==> config.mk <==
export PLATFORM = sky130hd
export DESIGN_NAME = iter_divider
export DESIGN_NICKNAME = d
export VERILOG_FILES = /design/src/rtl/iter_divider.sv
export SDC_FILE = /design/constraint.sdc
export NUM_CORES = 1
export LEC_CHECK = 0
export ABC_CLOCK_PERIOD_IN_PS = 4880
export CORE_MARGIN = 2
export CORE_UTILIZATION = 58
export CTS_CLUSTER_SIZE = 28
export DETAILED_ROUTE_END_ITERATION = 10
export PLACE_DENSITY = 0.82
export SLEW_MARGIN = 10
export SYNTH_ARGS = -nofsm -noshare
export SYNTH_HDL_FRONTEND = slang
export SYNTH_SLANG_ARGS = --single-unit
==> constraint.sdc <==
create_clock -name clk -period 4.88 [get_ports clk]
set_input_delay 1.464 -clock clk [delete_from_list [all_inputs] [get_ports clk]]
set_output_delay 1.464 -clock clk [all_outputs]
set_load 0.01 [all_outputs]
==> src/rtl/iter_divider.sv <==
// Radix-2 restoring divider for the ALU stage's UDIV/SDIV path: one quotient bit per
// cycle on operand magnitudes, with a final sign fix-up and a one-cycle valid_out pulse.
module iter_divider #(
  parameter int WIDTH = 64,
  parameter int CNT_W = $clog2(WIDTH)
) (
  input  logic             clk,
  input  logic             reset,
  input  logic             valid_in,
  input  logic             is_signed,
  input  logic [WIDTH-1:0] dividend,
  input  logic [WIDTH-1:0] divisor,
  output logic [WIDTH-1:0] quotient,
  output logic [WIDTH-1:0] remainder,
  output logic             valid_out,
  output logic             busy
);

  typedef enum logic [1:0] {
    S_IDLE,
    S_CALC,
    S_FIXUP,
    S_DONE
  } state_e;

  state_e           state_q, state_d;
  logic [CNT_W-1:0] cnt_q, cnt_d;
  logic             signed_q, signed_d;
  logic             q_neg_q, q_neg_d;
  logic             r_neg_q, r_neg_d;
  logic             dz_q, dz_d;
  logic [WIDTH-1:0] dvd_q, dvd_d;       // dividend bits shift out, quotient bits shift in
  logic [WIDTH-1:0] dvs_q, dvs_d;
  logic [WIDTH-1:0] rem_q, rem_d;
  logic [WIDTH-1:0] quotient_q, quotient_d;
  logic [WIDTH-1:0] remainder_q, remainder_d;
  logic             valid_q, valid_d;

  logic             dvd_neg, dvs_neg;
  logic [WIDTH-1:0] dvd_mag, dvs_mag;
  logic [WIDTH:0]   shifted, diff;

  assign dvd_neg = is_signed & dividend[WIDTH-1];
  assign dvs_neg = is_signed & divisor[WIDTH-1];
  assign dvd_mag = dvd_neg ? -dividend : dividend;
  assign dvs_mag = dvs_neg ? -divisor : divisor;

  // Partial remainder is always below the divisor, so its top bit is never needed
  // once the shifted-in value has been compared.
  assign shifted = {rem_q, dvd_q[WIDTH-1]};
  assign diff    = shifted - {1'b0, dvs_q};

  // NOTE: every signal written here gets a default first, so no path can infer a latch.
  always_comb begin
    state_d     = state_q;
    cnt_d       = cnt_q;
    signed_d    = signed_q;
    q_neg_d     = q_neg_q;
    r_neg_d     = r_neg_q;
    dz_d        = dz_q;
    dvd_d       = dvd_q;
    dvs_d       = dvs_q;
    rem_d       = rem_q;
    quotient_d  = quotient_q;
    remainder_d = remainder_q;
    valid_d     = 1'b0;

    unique case (state_q)
      S_IDLE: begin
        if (valid_in) begin
          signed_d = is_signed;
          q_neg_d  = dvd_neg ^ dvs_neg;
          r_neg_d  = dvd_neg;
          dvd_d    = dvd_mag;
          dvs_d    = dvs_mag;
          rem_d    = '0;
          cnt_d    = CNT_W'(WIDTH - 1);
          if (divisor == '0) begin
            // Divide-by-zero results load now; the pass through FIXUP only delays the
            // valid pulse by one cycle without touching the outputs again.
            dz_d        = 1'b1;
            quotient_d  = '0;
            remainder_d = dividend;
            state_d     = S_FIXUP;
          end else begin
            dz_d    = 1'b0;
            state_d = S_CALC;
          end
        end
      end

      S_CALC: begin
        if (!diff[WIDTH]) begin
          rem_d = diff[WIDTH-1:0];
          dvd_d = {dvd_q[WIDTH-2:0], 1'b1};
        end else begin
          rem_d = shifted[WIDTH-1:0];
          dvd_d = {dvd_q[WIDTH-2:0], 1'b0};
        end
        cnt_d = cnt_q - 1'b1;
        if (cnt_q == '0) state_d = S_FIXUP;
      end

      S_FIXUP: begin
        if (!dz_q) begin
          quotient_d  = (signed_q && q_neg_q) ? -dvd_q : dvd_q;
          remainder_d = (signed_q && r_neg_q) ? -rem_q : rem_q;
        end
        valid_d = 1'b1;
        state_d = S_DONE;
      end

      S_DONE: begin
        state_d = S_IDLE;
      end

      default: state_d = S_IDLE;
    endcase
  end

  // NOTE: state registers use non-blocking assignments so every flop samples pre-edge values.
  always_ff @(posedge clk) begin
    if (!reset) begin
      state_q     <= S_IDLE;
      cnt_q       <= '0;
      signed_q    <= 1'b0;
      q_neg_q     <= 1'b0;
      r_neg_q     <= 1'b0;
      dz_q        <= 1'b0;
      dvd_q       <= '0;
      dvs_q       <= '0;
      rem_q       <= '0;
      quotient_q  <= '0;
      remainder_q <= '0;
      valid_q     <= 1'b0;
    end else begin
      state_q     <= state_d;
      cnt_q       <= cnt_d;
      signed_q    <= signed_d;
      q_neg_q     <= q_neg_d;
      r_neg_q     <= r_neg_d;
      dz_q        <= dz_d;
      dvd_q       <= dvd_d;
      dvs_q       <= dvs_d;
      rem_q       <= rem_d;
      quotient_q  <= quotient_d;
      remainder_q <= remainder_d;
      valid_q     <= valid_d;
    end
  end

  assign quotient  = quotient_q;
  assign remainder = remainder_q;
  assign valid_out = valid_q;
  assign busy      = (state_q != S_IDLE);

endmodule

# ---- Word-level counts from Yosys, hierarchy flattened
# Index checks and enable logic that the tools add are counted.
dict set report op_classes {
  add_sub_neg 6
  n_eq_ne 7
  mux 26
  bitwise_logic 3
  n_reduce_logical 12
}
# operator n
set op_table {}
lappend op_table {{64-bit two-way mux} 13}
lappend op_table {{64-bit one-hot mux with 2 select lines} 4}
lappend op_table {{64-bit negator} 4}
lappend op_table {{65-bit by 64-bit subtractor with 65-bit output} 1}
lappend op_table {{64-bit zero test} 1}
lappend op_table {{6-bit one-hot mux with 2 select lines} 1}
lappend op_table {{2-bit != test (second input constant)} 4}
lappend op_table {{2-bit one-hot mux with 4 select lines} 1}
lappend op_table {{6-bit zero test} 1}
lappend op_table {{2-bit two-way mux} 3}
lappend op_table {{6-bit two-way mux} 1}
lappend op_table {{2-bit AND reduction} 3}
lappend op_table {{2-bit nonzero test} 3}
lappend op_table {{6-bit by 1-bit subtractor with 6-bit output (second input constant)} 1}
lappend op_table {{2-bit equality test (second input constant)} 2}
lappend op_table {{4-bit AND reduction} 1}
lappend op_table {{1-bit two-way mux} 3}
lappend op_table {{1-bit bitwise AND} 2}
lappend op_table {{2-bit by 1-bit equality test with 1-bit output (second input constant)} 1}
lappend op_table {{1-bit logical AND} 2}
lappend op_table {{2-bit zero test} 1}
lappend op_table {{1-bit bitwise XOR} 1}
dict set report word_totals {
  reg_bits 333
  inputBits 132
  word_cells 66
}

# ---- Longest topological paths before layout
# Gate-level depths: netlist of run 1.
dict set report depth {
  ltp_word 4
  ltp_mapped 15
}

# ---- Worst setup path after synthesis of run 1
# No wires, ideal clock.
dict set report synth_timing {
  path_kind {input to register}
  start {input divisor[4]}
  end {register remainder_q[43] (netlist: remainder[43])}
  setup_ps 128
  t_arrival_ps 4131
  required_ps 4752
  setup_slack_ps 622
  cell_stages 12
  n_path_buf 3
  path_cell_list {or4_1 -> or3b_2 -> nor2b_2 -> nand2b_1 -> buf_2 -> nor3_2 -> a21oi_1 -> a211o_1 -> clkbuf_1 -> clkbuf_1 -> a21oi_1 -> nor2_1}
}
dict set report synth_between {
  elab_chain_len 3
}
# element line_no
set synth_lines {}
lappend synth_lines {{start, declared} 12} ;# input logic [WIDTH-1:0] divisor,
lappend synth_lines {{64-bit zero test} 78} ;# if (divisor == '0) begin
lappend synth_lines {{2-bit != test (no line)} n/a}
lappend synth_lines {{4-bit AND reduction (no line)} n/a}
lappend synth_lines {{end signal, assigned} 147} ;# remainder_q <= remainder_d;
lappend synth_lines {{end, declared} 36} ;# logic [WIDTH-1:0] remainder_q, remainder_d;
# Every way passes these cells.
# A chain may end at the register's enable or synchronous reset.

# ---- Worst setup path in the final report of run 1
dict set report layout_timing {
  start {input divisor[0]}
  end {register quotient_q[52] (netlist: quotient[52])}
}
dict set report layout_between {
  elab_chain_len 3
}
# element line_no
set layout_lines {}
lappend layout_lines {{64-bit zero test} 78}
lappend layout_lines {{2-bit != test (no line)} n/a}
lappend layout_lines {{4-bit AND reduction (no line)} n/a}
lappend layout_lines {{end signal, assigned} 146} ;# quotient_q <= quotient_d;
lappend layout_lines {{end, declared} 35} ;# logic [WIDTH-1:0] quotient_q, quotient_d;
# Every way passes these cells.

==> results of run 1 <==
-- registers in the layout, summed over array words and instances (netlist names), 2 cells and up --
signal and flops:
dvd_q 64, dvs_q 64, quotient 64, rem_q 64
remainder 64, cnt_q 6, state_q 2
-- synthesized netlist by cell type (13+ instances only) --
cell type  count
or3_1         53
nor3_1        67
xor2_1       150
a211oi_1      57
nor2_1       247
nand2b_1      18
o41ai_1       20
nor4_1        33
nand3_1       95
inv_1         99
a21o_1        35
o31ai_1       51
o21bai_1      13
buf_1         17
o21ai_1       17
clkbuf_1     179
or4_1         26
a21oi_1      333
nand4_1       28
a31oi_1       27
ha_1          73
o21ai_0      261
dfxtp_1      333
xnor2_1      140
and2_1        18
nand2_1      484
o211ai_1      58
-- area by class of cell --
class / count / area share (%)
multi-input cells: 2478 / 54.2
flip-flops and latches: 333 / 24.5
repair buffers: 359 / 12.6
clock buffers: 56 / 4.19
well taps: 518 / 2.38
inverters: 100 / 1.40
clock inverters: 13 / 0.631
-- metrics by stage --
step | cells | util (%) | hold slack (ps) | power [mW]
global placement | 3788 | 67.2 | 435 | 9.30
finish | 3857 | 70.7 | 449 | 12.6
CTS | 3857 | 70.7 | 452 | 12.4
global route | 3857 | 70.7 | 467 | 13.3
detailed placement | 3788 | 67.2 | 444 | 9.45
floorplan | 3120 | - | 432 | 7.50
-- worst max-delay path, delay by kind of cell --
kind                       cells  cell delay, ps
buffers and inverters          4             960
adders and majority gates      1             210
AOI/OAI and AO/OA              3             540
and+or+nand+nor                7            1750
-- worst max path at each step --
stage,cells past startpoint,from,to
4_1_cts,15,divisor[0],quotient[52]
6_report,15,divisor[0],quotient[52]
2_1_floorplan,12,divisor[4],remainder[43]
5_1_grt,15,divisor[1],quotient[52]
3_5_place_dp,11,dividend[18],dvd_q[61]
3_3_place_gp,11,dividend[18],dvd_q[61]
-- layout by cell type (no fill, tap or decap), types with 18 or more instances in the layout --
| master | n |
|---|---|
| o211ai_1 | 58 |
| clkbuf_16 | 39 |
| ha_1 | 71 |
| or3_1 | 53 |
| nor3_1 | 67 |
| o41ai_1 | 20 |
| a21o_1 | 34 |
| nand3_1 | 95 |
| o21ai_0 | 261 |
| or4_1 | 26 |
| nor2_1 | 245 |
| nand4_1 | 28 |
| xor2_1 | 150 |
| a211oi_1 | 57 |
| inv_1 | 99 |
| a21oi_1 | 332 |
| nor4_1 | 33 |
| xnor2_1 | 139 |
| a31oi_1 | 27 |
| buf_4 | 91 |
| nand2b_1 | 18 |
| dfxtp_1 | 333 |
| o31ai_1 | 51 |
| nand2_1 | 483 |
| clkdlybuf4s50_1 | 261 |
-- cell families after synthesis --
kind of cell	after synthesis	synth area share [%]
multiplexers	13	0.589
XOR/XNOR	290	11.3
AO/OA/AOI/OAI	967	26.1
buffers and inverters	309	5.26
flip-flops	333	29.6
adder cells (fa/ha/maj)	74	4.14
AND/OR/NAND/NOR	1134	23.1
-- metal layers --
layer	vias up	global-route usage (%)	wire [um]
met5	-	0	9
met4	2	15.8	3310
met3	177	5.29	5820
met2	1030	54.9	32300
met1	10900	46.6	31000
li1	11500	-	-
-- power groups by stage --
stage / Clock (mW) / Combinational (mW) / Sequential [mW]
final: 3.00 / 5.70 / 3.86
after global routing: 3.13 / 6.26 / 3.91
after CTS: 3.01 / 5.60 / 3.83
after detailed placement: 0 / 5.57 / 3.88
after global placement: 0 / 5.45 / 3.85
after floorplan: 0 / 3.71 / 3.79
==> impl_metrics.csv, run 1 <==
group,metric,value,unit
clock_tree,cts-root-buf,"clkbuf_16",
min_path,holdPathStages,2,
finish,diodes,0,
logic_synthesis,yosysUniqueCellTypes,82,
critical_path,cp-end-kind,"register",
floorplanning,die_x,201,um
global_route,grt_pass1_wl,116000,um
logic_synthesis,syn-mean-instance-area,7.22,um2
global_route,grt_use_total,34.7,%
logic_synthesis,synth-edff-count,0,
global_route,grt_max_degree,130,
timing,rsz0062_at_grt,"false",
finish,nFillCells,3224,
clock_tree,cts.sink_count,333,
floorplanning,core_area,0.0385,mm2
pwr,power.share.switching,42.6,%
timing,fmax,224,MHz
critical_path,slowest_delay,980,ps
logic_synthesis,yosysWarnings,0,
global_route,grt_pass1_vias,22000,
clock_tree,cts_tree,"done",
critical_path,cpMaxStageDelayCell,"nor2_2",
critical_path,worst_setup_path_start_kind,"input pin",
timing,finalSetupTns,0,ps
pwr,power_frac_seq,30.7,%
pwr,leakage,10.3,nW
critical_path,cp_max_fo,27,
logic_synthesis,yosysSeqAreaShare,29.6,%
clock_tree,cts_resized,0,
clock_tree,cts_buffer_depth,3,
finish,area_delta_synth_final,20.6,%
logic_synthesis,synth_ff_type,"dfxtp_1",
critical_path,reg2reg_from,"dvd_q[63]",
placed_design,place_area,0.0259,mm2
drt,drt-initial-drc-count,1889,
floorplanning,start_util,58.6,%
floorplanning,dieArea,0.0404,mm2
drt,antenna_left,0,
logic_synthesis,synthCells,3120,
global_route,grt_overflow_total,0,
drt,drc_errors,0,
min_path,hold_path_startpoint,"quotient[3]",
pwr,irDropWorstVdd,0.558,mV
logic_synthesis,synth_area_leaders,"dfxtp_1, nand2_1, a21oi_1",
clock_tree,htree_levels,2,
floorplanning,pin_count,262,
finish,stdcell_area,0.0272,mm2
logic_synthesis,netlist.area_leader.share,29.6,%
pwr,p_clk_share,23.9,%
pwr,p_sw,5.35,mW
outcome,outcome,"complete, no violations",
finish,nets,3516,
finish,final-seq-area,0.00667,mm2
critical_path,crit_type,"input pin to register",
critical_path,r2r-end,"rem_q[62]",
drt,dr.pass1.iters,5,
clock_tree,clkLatencyLatePin,570,ps
critical_path,crit_arrival,4940,ps
pwr,powerDensity,462,mW/mm2
timing,setup_viol,0,
timing,post-route-period-util,91.5,%
clock_tree,postCtsHoldBufs,0,
timing,max_slew_margin,12.1,%
min_path,hold_path_end,"quotient[3]",
logic_synthesis,syn_area,0.0225,mm2
timing,drv_slew,0,
placed_design,io_buffers,261,
timing,hold_viol_final,0,
global_route,antenna_found_initial,1,
critical_path,reg2regPathDepth,14,
drt,drt-total-wl,72400,um
placed_design,hpwl,54300,um
logic_synthesis,synth-seq-cells,333,
flow_run,max-cap-violations,0,
clock_tree,clkTransAtPathRegs,60,ps
logic_synthesis,yosysTopAreaCell,"dfxtp_1",
clock_tree,postCtsSetupBuffers,0,
timing,fin_ws,417,ps
drt,wire_per_inst,18.8,um
timing,period_minus_slack,4460,ps
timing,tightest_slew,1320,ps
logic_synthesis,synth_fp_nets,3326,
pwr,comb_power_share,45.4,%
floorplanning,die_h,201,um
finish,multi_input_area,0.0147,mm2
finish,drive_gt1_share,6.02,%
placed_design,gp_congestion,1.02,
min_path,hold_class,"register to register",
logic_synthesis,ys_async_sr_fraction,0,%
floorplanning,fp-row-count,72,
placed_design,post-place-ws,4.08,ps
critical_path,critPathRequiredTime,5360,ps
critical_path,crit_chain,"clkdlybuf4s50_1 > inv_1 > ha_1 > nor3b_1 > or3b_2 > nor2b_2 > nand2b_1 > nor3_2 > buf_4 > a21oi_1 > a211oi_4 > buf_12 > nor2_2 > nand2_1 > o21ai_1",
clock_tree,cts_buffers,38,
drt,dr_total_vias,23600,
critical_path,regToRegSetupSlack,600,ps
timing,skew,20.3,ps
drt,viasPerCell,6.11,
pwr,p_int,7.20,mW
No activity file was read; power rests on OpenSTA's default activity.
==> run 2, diff against run 1 <==
--- a/config.mk
+++ b/config.mk
@@ -10,6 +10,7 @@
 export CORE_UTILIZATION = 58
 export CTS_CLUSTER_SIZE = 28
 export DETAILED_ROUTE_END_ITERATION = 10
+export MAX_ROUTING_LAYER = met4
 export PLACE_DENSITY = 0.82
 export SLEW_MARGIN = 10
 export SYNTH_ARGS = -nofsm -noshare
==> impl_metrics.csv, run 2 (synthesis gave the netlist of run 1 again) <==
group,metric,value,unit
timing,period_minus_slack,4440,ps
finish,most-common-layout-cells,"nand2_1, dfxtp_1, a21oi_1",
drt,drt-total-wl,72200,um
pwr,irDropWorstVdd,0.383,mV
global_route,grt_max_degree,126,
clock_tree,postCtsHoldBufs,0,
critical_path,r2r-end,"rem_q[62]",
timing,whs,449,ps
timing,skew,33.4,ps
floorplanning,die_h,201,um
floorplanning,fp-row-count,72,
pwr,p_sw,5.31,mW
global_route,grt_util_met1,46.7,%
clock_tree,cts_buffer_depth,3,
floorplanning,core_area,0.0385,mm2
pwr,power.share.switching,42.5,%
critical_path,critPathLaunch,"divisor[0]",
flow_run,max-cap-violations,0,
critical_path,cpMaxStageDelayCell,"or3b_2",
critical_path,cpLargestDelayFamily,"simple AND/OR/NAND/NOR gates",
critical_path,slowest_delay,490,ps
critical_path,regToRegSetupSlack,720,ps
timing,hold_viol_final,0,
global_route,grt_use_total,35.5,%
global_route,grt_use_met3,4.66,%
finish,nets,3513,
placed_design,gp_congestion,1.07,
pwr,leakage,10.2,nW
pwr,power_frac_seq,30.9,%
placed_design,io_buffers,261,
timing,setup_viol,0,
finish,drive_gt1_share,5.70,%
pwr,p_int,7.18,mW
clock_tree,clkTransAtPathRegs,60,ps
timing,rsz0062_at_grt,"false",
critical_path,reg2regPathDepth,14,
pwr,powerDensity,461,mW/mm2
drt,wire_per_inst,18.7,um
floorplanning,pin_count,262,
critical_path,cp_num_buf_inv,4,
min_path,hold_path_startpoint,"quotient[3]",
critical_path,critPathRequiredTime,5370,ps
drt,viasPerCell,6.13,
clock_tree,cts-root-buf,"clkbuf_16",
critical_path,cp_max_fo,17,
global_route,grt_use_met2,54.4,%
global_route,grt_busiest_layer,"met2",
floorplanning,dieArea,0.0404,mm2
global_route,grt_pass1_wl,115000,um
clock_tree,postCtsSetupBuffers,0,
timing,tightest_slew,1230,ps
timing,max_slew_margin,17.7,%
placed_design,hpwl,54300,um
finish,area_delta_synth_final,20.3,%
drt,antenna_left,0,
critical_path,reg2reg_from,"dvd_q[63]",
critical_path,critPathMostFrequentCell,"buf_4",
critical_path,crit_type,"input pin to register",
floorplanning,die_x,201,um
outcome,outcome,"complete, no violations",
min_path,hold_class,"register to register",
timing,post-route-period-util,90.9,%
floorplanning,start_util,58.6,%
finish,finalNonFillerCells,3853,
timing,drv_slew,0,
clock_tree,htree_levels,2,
global_route,grt_pass1_vias,21900,
drt,drc_errors,0,
clock_tree,cts_buffers,37,
critical_path,crit_arrival,4930,ps
drt,dr.pass1.iters,9,
drt,dr_total_vias,23600,
clock_tree,cts_tree,"done",
clock_tree,cts.sink_count,333,
clock_tree,cts_resized,0,
critical_path,cp-end-kind,"register",
pwr,comb_power_share,45.7,%
pwr,p_clk_share,23.4,%
min_path,hold_path_end,"quotient[3]",
drt,drt-initial-drc-count,1997,
placed_design,dpl.cell_count,3786,
finish,layout_commonest_cell,"nand2_1",
global_route,antenna_found_initial,3,
global_route,grt_overflow_total,0,
timing,fmax,225,MHz
critical_path,worst_setup_path_start_kind,"input pin",
min_path,holdPathStages,2,
critical_path,crit_chain,"clkdlybuf4s50_1 > inv_1 > ha_1 > nor3b_1 > or3b_2 > nor2b_2 > nand2b_1 > nor3_2 > buf_4 > a21oi_1 > a211oi_4 > buf_4 > nand2_1 > o21ai_0",
clock_tree,clkLatencyLatePin,580,ps
run 2: cell count changes in the layout (fill, tap and decap cells not counted), sizes merged:
| cell | change |
|---|---|
| buf | -2 |
| bufinv | +1 |
| clkinv | -5 |
| clkinvlp | -2 |
| diode | +3 |
| inv | +1 |
run 2: worst reg2reg max path, cell delays in order, from the launching register on:
cell       delay (ps)
dfxtp_1           460
inv_1             190
ha_1              290
fa_1              410
nor2b_1           200
o2111a_1          240
o2111ai_1         130
a311oi_1          590
nor4b_1           130
o21ai_0           200
buf_4             160
a41oi_1           160
nor4_1            330
mux2_2            400
o221ai_1          170
run 2: power groups by stage:
stage,registers (mW),logic [mW],clock network (mW)
floorplan,3.79,3.71,0
global placement,3.86,5.44,0
detailed placement,3.88,5.58,0
CTS,3.83,5.62,2.95
global route,3.92,6.27,3.07
finish,3.86,5.71,2.93
run 2: how the worst max path moves through the flow:
stage | endpoint | cells after the start | slack (ps)
2_1_floorplan | remainder[43] | 12 | 620
3_3_place_gp | dvd_q[61] | 11 | 80
3_5_place_dp | quotient[42] | 14 | -100
4_1_cts | quotient[46] | 14 | 500
5_1_grt | quotient[62] | 12 | 270
6_report | quotient[46] | 14 | 440
run 2: stage by stage:
stage	instance area [um2]	TNS (ps)	total power, mW	setup WS, ps	utilization, %
3_5_place_dp	25800	-582	9.46	-97.0	67.2
4_1_cts	27100	0	12.4	504	70.4
6_report	27100	0	12.5	443	70.5
3_3_place_gp	25800	0	9.30	75.9	67.2
2_1_floorplan	22500	0	7.50	622	-
5_1_grt	27100	0	13.3	273	70.5
run 2: final cells by class:
| cell class | instances | area (um2) |
|---|---|---|
| Fill cell | 3225 | 11400 |
| Antenna cell | 3 | 7.51 |
| Sequential cell | 333 | 6670 |
| Inverter | 100 | 380 |
| Multi-Input combinational cell | 2478 | 14700 |
| Tap cell | 518 | 648 |
| Timing Repair Buffer | 357 | 3410 |
| Clock inverter | 8 | 166 |
| Clock buffer | 56 | 1090 |
run 2: per-layer routing:
metal | up-vias | part of all wire, %
li1 | 11400 | -
met1 | 10900 | 43
met5 | - | 0
met3 | 194 | 8.0
met2 | 1089 | 45
met4 | 0 | 4.7
